===== src/rtl/nvram_pkg.sv =====
// ============================================================================
// nvram_pkg : shared types and constants for the NVRAM upload path
// Rev 1.0
// ============================================================================
`default_nettype none

package nvram_pkg;

   localparam logic [7:0] DIN_OOR          = 8'hFF;
   localparam logic [7:0] UPLOAD_INDEX_DEF = 8'd4;

   typedef enum logic [2:0] {
      ST_IDLE    = 3'd0,
      ST_PAUSE   = 3'd1,
      ST_READY   = 3'd2,
      ST_FETCH   = 3'd3,
      ST_RELEASE = 3'd4
   } state_e;

endpackage

`default_nettype wire


===== src/rtl/nvram_upload_edge_pulse.sv =====
// ============================================================================
// edge_pulse : single-cycle rising-edge detector
// Rev 1.0
// ============================================================================
`default_nettype none

module edge_pulse (
   input  logic clk,
   input  logic reset,
   input  logic i_sig,
   output logic o_rise
);

   logic r_prev;

   always_ff @(posedge clk) begin
      if (reset) r_prev <= 1'b0;
      else       r_prev <= i_sig;
   end

   assign o_rise = i_sig & ~r_prev;

endmodule

`default_nettype wire


===== src/rtl/nvram_upload.sv =====
// ============================================================================
// nvram_upload : serves core RAM bytes to the HPS over the ioctl upload channel
// Rev 1.0
// ============================================================================
`default_nettype none

module nvram_upload
   import nvram_pkg::*;
#(
   parameter int         ADDR_W       = 12,
   parameter logic [7:0] UPLOAD_INDEX = UPLOAD_INDEX_DEF,
   parameter int         RAM_LAT      = 2,
   parameter int         BASE         = 0,
   parameter int         LEN          = 16
) (
   input  logic              clk,
   input  logic              reset,
   input  logic              ioctl_upload,
   input  logic [7:0]        ioctl_index,
   input  logic              ioctl_rd,
   input  logic [24:0]       ioctl_addr,
   output logic [7:0]        ioctl_din,
   output logic              ioctl_upload_req,
   input  logic              autosave,
   input  logic              osd_open,
   input  logic              ram_dirty,
   output logic              pause_req,
   input  logic              paused,
   output logic [ADDR_W-1:0] ram_addr,
   output logic              ram_rd,
   input  logic [7:0]        ram_q,
   output logic              busy
);

   localparam logic [1:0]  C_LAT = 2'(RAM_LAT);
   localparam logic [24:0] C_LEN = 25'(LEN);

   state_e              r_state;
   logic [1:0]          r_cnt;
   logic [7:0]          r_din;
   logic [ADDR_W-1:0]   r_addr;
   logic                r_pend;
   logic [24:0]         r_q_off;
   logic                r_ovr;
   logic                r_dirty;
   logic                r_req;

   logic                w_sel;
   logic                w_sel_rise;
   logic                w_osd_rise;
   logic                w_track;
   logic                w_serve;
   logic                w_take_new;
   logic [24:0]         w_off;
   logic                w_in_range;
   logic                w_cap;

   assign w_sel = ioctl_upload && (ioctl_index == UPLOAD_INDEX);

   edge_pulse u_sel_edge (.clk(clk), .reset(reset), .i_sig(w_sel),    .o_rise(w_sel_rise));
   edge_pulse u_osd_edge (.clk(clk), .reset(reset), .i_sig(osd_open), .o_rise(w_osd_rise));

   // A queued strobe always wins over a fresh one so requests are served in order
   assign w_track    = (r_state == ST_PAUSE) || (r_state == ST_READY) || (r_state == ST_FETCH);
   assign w_serve    = (r_state == ST_READY) && w_sel && paused && (r_pend || ioctl_rd);
   assign w_take_new = w_serve && !r_pend && ioctl_rd;
   assign w_off      = r_pend ? r_q_off : ioctl_addr;
   assign w_in_range = (w_off < C_LEN);
   assign w_cap      = (r_state == ST_FETCH) && (r_cnt == C_LAT);

   always_ff @(posedge clk) begin
      if (reset) begin
         r_state <= ST_IDLE;
         r_cnt   <= 2'd0;
         r_din   <= 8'd0;
         r_addr  <= ADDR_W'(BASE);
      end else begin
         case (r_state)
            ST_IDLE: if (w_sel_rise) r_state <= ST_PAUSE;
            ST_PAUSE: begin
               if (!w_sel)      r_state <= ST_RELEASE;
               else if (paused) r_state <= ST_READY;
            end
            ST_READY: begin
               if (!w_sel)       r_state <= ST_RELEASE;
               else if (!paused) r_state <= ST_PAUSE;
               else if (w_serve) begin
                  if (w_in_range) begin
                     r_addr  <= ADDR_W'(BASE) + w_off[ADDR_W-1:0];
                     r_cnt   <= 2'd0;
                     r_state <= ST_FETCH;
                  end else begin
                     r_din <= DIN_OOR;
                  end
               end
            end
            // ram_rd is dropped on the capture cycle; data is already in the RAM pipe
            ST_FETCH: begin
               if (w_cap) begin
                  r_din   <= ram_q;
                  r_state <= paused ? ST_READY : ST_PAUSE;
               end else begin
                  r_cnt <= r_cnt + 2'd1;
               end
            end
            ST_RELEASE: r_state <= ST_IDLE;
            default:    r_state <= ST_IDLE;
         endcase
      end
   end

   always_ff @(posedge clk) begin
      if (reset || !w_track) begin
         r_pend  <= 1'b0;
         r_q_off <= 25'd0;
      end else if (ioctl_rd && !w_take_new) begin
         if (!(r_pend && !w_serve)) begin
            r_pend  <= 1'b1;
            r_q_off <= ioctl_addr;
         end
      end else if (w_serve && r_pend) begin
         r_pend <= 1'b0;
      end
   end

   always_ff @(posedge clk) begin
      if (reset) r_ovr <= 1'b0;
      else       r_ovr <= r_ovr | (w_track && ioctl_rd && r_pend && !w_serve);
   end

   always_ff @(posedge clk) begin
      if (reset) begin
         r_dirty <= 1'b0;
         r_req   <= 1'b0;
      end else begin
         if (ram_dirty)       r_dirty <= 1'b1;
         else if (w_sel_rise) r_dirty <= 1'b0;
         r_req <= w_osd_rise && autosave && r_dirty && (r_state == ST_IDLE);
      end
   end

   assign ioctl_din        = r_din;
   assign ioctl_upload_req = r_req;
   assign ram_addr         = r_addr;
   assign ram_rd           = (r_state == ST_FETCH) && (r_cnt < C_LAT);
   assign pause_req        = w_track;
   assign busy             = (r_state != ST_IDLE);

endmodule

`default_nettype wire


===== config.mk =====
export PLATFORM = sky130hd
export DESIGN_NAME = nvram_upload
export DESIGN_NICKNAME = d
export VERILOG_FILES = /design/src/rtl/nvram_pkg.sv /design/src/rtl/nvram_upload_edge_pulse.sv /design/src/rtl/nvram_upload.sv
export SDC_FILE = /design/constraint.sdc
export NUM_CORES = 1
export LEC_CHECK = 0
export BUFFER_PORTS_ARGS = -buffer_cell sky130_fd_sc_hd__buf_2
export CAP_MARGIN = 10
export CORE_AREA = 5 5 75 77
export DETAILED_ROUTE_END_ITERATION = 10
export DIE_AREA = 0 0 80 82
export GPL_ROUTABILITY_DRIVEN = 0
export PLACE_DENSITY_LB_ADDON = 0.05
export SLEW_MARGIN = 25
export SYNTH_ARGS = -nofsm -noshare
export SYNTH_HDL_FRONTEND = slang
export SYNTH_SLANG_ARGS = --single-unit

===== constraint.sdc =====
create_clock -name clk -period 3.2 [get_ports clk]
set_input_delay 0.32 -clock clk [delete_from_list [all_inputs] [get_ports clk]]
set_output_delay 0.32 -clock clk [all_outputs]
set_load 0.005 [all_outputs]

# --- Word level (Yosys, flattened, before mapping) ---
# Index checks and enable logic that the tools add are counted.
op_classes:
  reduce_logical: 33
  muxes: 28
  n_eq_ne: 17
  add_sub_neg: 1
  n_bitwise: 5
  n_lt_le_gt_ge: 2
op_table:
  columns: ["op", "count"]
  rows:
  - ["two-way mux 8 bit", 5]
  - ["less-than comparator 25 x 5 -> 1 bit, second input constant", 1]
  - ["two-way mux 25 bit", 1]
  - ["two-way mux 3 bit", 8]
  - ["case mux 8 bit (2 select lines)", 1]
  - ["logical AND 1 bit", 14]
  - ["inequality test 2 bit, second input constant", 7]
  - ["two-way mux 2 bit", 6]
  - ["case mux 3 bit (4 select lines)", 1]
  - ["AND reduction 6 bit", 2]
  - ["AND reduction 5 bit", 2]
  - ["equality test 8 x 3 -> 1 bit, second input constant", 1]
  - ["inequality test 4 bit, second input constant", 2]
  - ["equality test 3 x 2 -> 1 bit, second input constant", 2]
  - ["nonzero test 2 bit", 3]
  - ["two-way mux 1 bit", 5]
  - ["logical NOT 1 bit", 4]
  - ["logical OR 1 bit", 4]
  - ["inequality test 2 x 1 -> 1 bit, second input constant", 2]
  - ["case mux 2 bit (2 select lines)", 1]
  - ["AND reduction 2 bit", 2]
  - ["equality test 3 x 1 -> 1 bit, second input constant", 1]
  - ["logical NOT 3 bit", 1]
  - ["inequality test 3 bit, second input constant", 1]
  - ["6 further kinds", 9]
word_totals:
  wordCells: 96
  out_inout_bits: 24
  input_bits: 49
  register_bits: 55

# --- Depth between registers and ports, before layout ---
depth:
  word_depth: 11
  ltp_mapped: 7
  depth_no_buf: 6

# --- Cells and area by module ---
# A second synthesis with hierarchy kept.
unflattened:
  hier_cells: 275
  hier_area_um2: 2562.5
modules_own_cells:
  columns: ["module", "n_inst", "cells_each", "area_each_um2", "seq_area_each_um2"]
  rows:
  - ["nvram_upload", 1, 269, 2467.4, 1061.0]
  - ["edge_pulse", 2, 3, 47.5, 20.0]

# --- Worst setup path before layout ---
# No wires, ideal clock.
synth_path:
  kind: "input -> register"
  startpoint: "input port ioctl_index[4]"
  endpoint: "register r_din[0], in the netlist ioctl_din[0]"
  required_ns: 3.065
  slack_ns: 0.910
  path_buffers: 1
  cell_stages: 6
  arrival_ns: 2.156
  setup_time_ns: 0.135
  cell_sequence: "or4b_4 -> or3_4 -> or3_4 -> buf_6 -> o21ai_4 -> a211oi_2"
synth_between:
  elab_chain_cells: 7
  word_cells_on_any_way: 8
  cone_classes: "3 x eq/ne; 5 x reduce/logical"
synth_lines:
  columns: ["element", "line", "source"]
  rows:
  - ["start, declared", "nvram_upload.sv:19", "input logic [7:0] ioctl_index,"]
  - ["equality test 8 x 3 -> 1 bit (*)", "nvram_upload.sv:58", "assign w_sel = ioctl_upload && (ioctl_index == UPLOAD_INDEX);"]
  - ["logical AND 1 bit (*)", "nvram_upload.sv:58", null]
  - ["logical AND 1 bit (3 in series)", "nvram_upload.sv:65", "assign w_serve = (r_state == ST_READY) && w_sel && paused && (r_pend || ioctl_rd);"]
  - ["inequality test 2 bit (no line)", null, null]
  - ["AND reduction 6 bit (no line) (*)", null, null]
  - ["end signal, assigned", "nvram_upload.sv:100", "r_din <= ram_q;"]
  - ["end, declared", "nvram_upload.sv:40", "logic [7:0] r_din;"]
# Every way passes the cells marked *; elsewhere a longest branch is shown, timed or not.
# A chain may end at the register's enable or synchronous reset.

# --- Worst setup path in the final report ---
layout_path:
  startpoint: "register r_pend"
  endpoint: "register r_din[3], in the netlist ioctl_din[3]"
layout_between:
  elab_chain_cells: 4
  word_cells_on_any_way: 7
  cone_classes: "1 x order compare; 2 x eq/ne; 1 x mux; 3 x reduce/logical"
layout_lines:
  columns: ["element", "line", "source"]
  rows:
  - ["start, declared", "nvram_upload.sv:42", "logic r_pend;"]
  - ["start signal, assigned", "nvram_upload.sv:114", "r_pend <= 1'b0;"]
  - ["start signal, assigned", "nvram_upload.sv:118", "r_pend <= 1'b1;"]
  - ["start signal, assigned", "nvram_upload.sv:122", "r_pend <= 1'b0;"]
  - ["two-way mux 25 bit or logical OR 1 bit (tied branches)", "nvram_upload.sv:67, nvram_upload.sv:65", null]
  - ["less-than comparator 25 x 5 -> 1 bit or logical AND 1 bit (tied branches)", "nvram_upload.sv:68, nvram_upload.sv:65", null]
  - ["inequality test 2 bit (no line)", null, null]
  - ["AND reduction 6 bit (no line) (*)", null, null]
# Marks and branches as above.

==> run metrics <==
status=complete, no violations; Post-CTS Hold Fix Bufs=0; layout cell share with drive strength beyond 1=0.293; Post-CTS Setup Inserts=0; Reg clk slew, reported paths=0.09 ns; num ports=73; gr usage total=0.180; DP HPWL=3950 um; 1st-pass router iterations=5; Antenna Nets Post-Route=0; Avg WL per Cell=13.3 um; initial antenna violation count=0; CP Max Fanout=14; vias in the first global route=about 2200; Root Driver=clkbuf_8; fillers=488; via count=2285; TNS Setup=0 ns; Async S/R FF share, synth=0; min cycle time layout=2.37 ns; clk_lat worst skew=around 0.30 ns; FMAX=0.423 GHz; Final Skew=between 0.006 and 0.007 ns; htree depth=2; Post-Syn Area per Cell=8.68 um^2; Congestion Overflow GR=0; syn nets=344; first-pass GRT wire length=9630 um; final setup fails=0; Die ar.=0.00656 mm^2; Die X=approximately 80 um; register area share after synthesis=0.431; DRT iter0 DRCs=165; area grow syn2layout=19.8%; starting density of the core=0.516; worst setup path category=flip-flop to flip-flop; number of buffers added on ports=72; Residual DRC=0; largest net degree at the start of global routing=52; final net count=405; WHS=0.232 ns; max-cap violation count=0; arrival time worst endpoint=around 2.6 ns; Longest Clk Path Bufs=2; worst hold path class=input port to flip-flop; number of synthesized flops with an enable pin=0; final WL=5650 um; CTS Buf Count=5; worst slew pin tran=0.650 ns; CTS tree=done; post-CTS resize count=0; Crit path required time=between 3 and 4 ns; via/cell ratio=5.38; Synth cell types=45; max-slew violations=0; ANT cells=0; Mapped Area=~0.0026 mm^2; Crit. End Element=flip-flop; critical path startpoint category=flip-flop; Cells after Synth=slightly below 300; Die H=82 um; Rel. slew slack=0.566; RSZ-0062 raised after global routing=false; YS warnings=0; Max VDD drop=0.000304 V; row count=26; P_leak=approximately 1.2 nW; fin crit share=0.739; #FFs+latches synth=55; Sink Count=55; core area=around 0.005 mm^2; Top FF cell, synth=dfxtp_1; Final Hold Violating Endpoints=0; PwrDens=roughly 450 mW/mm^2
==> cells in the mapped netlist (3+ instances only) <==
cell type,count,area share
nor4_1,8,0.020
nand2_1,32,0.047
o211a_1,8,0.031
o21ai_0,23,0.045
a221oi_1,3,0.010
clkbuf_1,15,0.022
or3_4,3,0.013
and4_1,4,0.014
a21oi_1,4,0.0078
and2_1,10,0.025
nor2_1,19,0.028
o21ai_1,4,0.0078
inv_1,13,0.019
buf_2,5,0.0098
a211oi_2,8,0.039
dfxtp_1,55,0.43
a31oi_1,5,0.012
nand4_1,25,0.061
nand3_1,4,0.0078
buf_1,3,0.0044
nor3_1,9,0.018
mux2i_1,6,0.024
==> routing by layer <==
metal  share of wire  track usage
met1            0.46        0.236
met2            0.47        0.300
met3           0.060       0.0406
met4          0.0030       0.0456
met5               0            0
==> report_power, final <==
part / switching (mW) / total, mW / internal [mW]
clock: 0.206 / 0.436 / 0.230
sequential: 0.0253 / 0.731 / 0.705
combinational: 0.115 / 0.199 / 0.0840
total: 0.347 / 1.37 / 1.02
==> through the flow <==
stage                util  total power [mW]  instances  setup slack, ns  area (um^2)
finish              0.618              1.37        425            0.834         3060
global route        0.618              1.44        425            0.618         3060
CTS                 0.618              1.38        425            0.797         3060
detailed placement  0.597             0.946        418            0.737         2950
global placement    0.597             0.945        418            0.764         2950
floorplan               -             0.873        294            0.910         2550
==> placed cells by master, fill, tap and decap left out, drive strengths merged, types with 2 or more instances in the layout <==
| cell | instances |
|---|---|
| clkbuf | 6 |
| a31oi | 5 |
| and2 | 10 |
| nand4 | 25 |
| a311o | 2 |
| nand2b | 2 |
| nor2 | 19 |
| nor3b | 2 |
| or3 | 4 |
| a211oi | 8 |
| buf | 78 |
| dfxtp | 55 |
| inv | 13 |
| a221oi | 3 |
| mux2i | 6 |
| o21ai | 28 |
| nor4 | 9 |
| and4 | 4 |
| or2 | 2 |
| nand2 | 32 |
| a21oi | 4 |
| o211a | 8 |
| nand3 | 4 |
| nand3b | 2 |
| nor3 | 9 |
==> area by class of cell <==
type | instances | area, um^2 | area share
Multi-Input combinational cell | 202 | 1310 | 0.429
Sequential cell | 55 | 1100 | 0.360
Clock buffer | 6 | 72.6 | 0.0237
Inverter | 13 | 48.8 | 0.0160
Tap cell | 70 | 87.6 | 0.0287
Timing Repair Buffer | 78 | 405 | 0.133
Clock inverter | 1 | 30.0 | 0.00982
==> state kept, by name (all words and copies together), names as in the netlist <==
name               cells
u_sel_edge.r_prev      1
r_pend                 1
ioctl_upload_req       1
ioctl_din              8
r_dirty                1
r_q_off               25
r_cnt                  2
r_state                3
ram_addr              12
u_osd_edge.r_prev      1
==> critical path, cell delays in order, from the launching register on <==
cell      delay, ns
dfxtp_1        0.75
nor4b_1        0.30
nand2_1        0.11
a222oi_1       0.37
buf_4          0.23
buf_4          0.20
o21ai_4        0.14
a211oi_2       0.20
==> path summary, 6_finish.rpt <==
kind	end	from	slack, ns	depth (start not counted)
hold reg to reg	ram_addr[6]$_SDFFE_PP0P_	ram_addr[6]$_SDFFE_PP0P_	0.46	1
setup / recovery	ioctl_din[3]$_SDFFE_PP0P_	r_pend$_SDFFE_PP0P_	0.83	7
hold / removal	r_dirty$_SDFFE_PP0P_	ram_dirty	0.23	3
setup reg to reg	ioctl_din[3]$_SDFFE_PP0P_	r_pend$_SDFFE_PP0P_	0.83	7
==> cells by family after synthesis <==
kind of cell    share of synthesized area
mux                                0.0235
buf+inv                            0.0598
xor+xnor                          0.00686
simple gates                        0.290
compound gates                      0.179
flops                               0.431
fa+ha+maj                         0.00882
No activity file was read; power rests on OpenSTA's default activity.
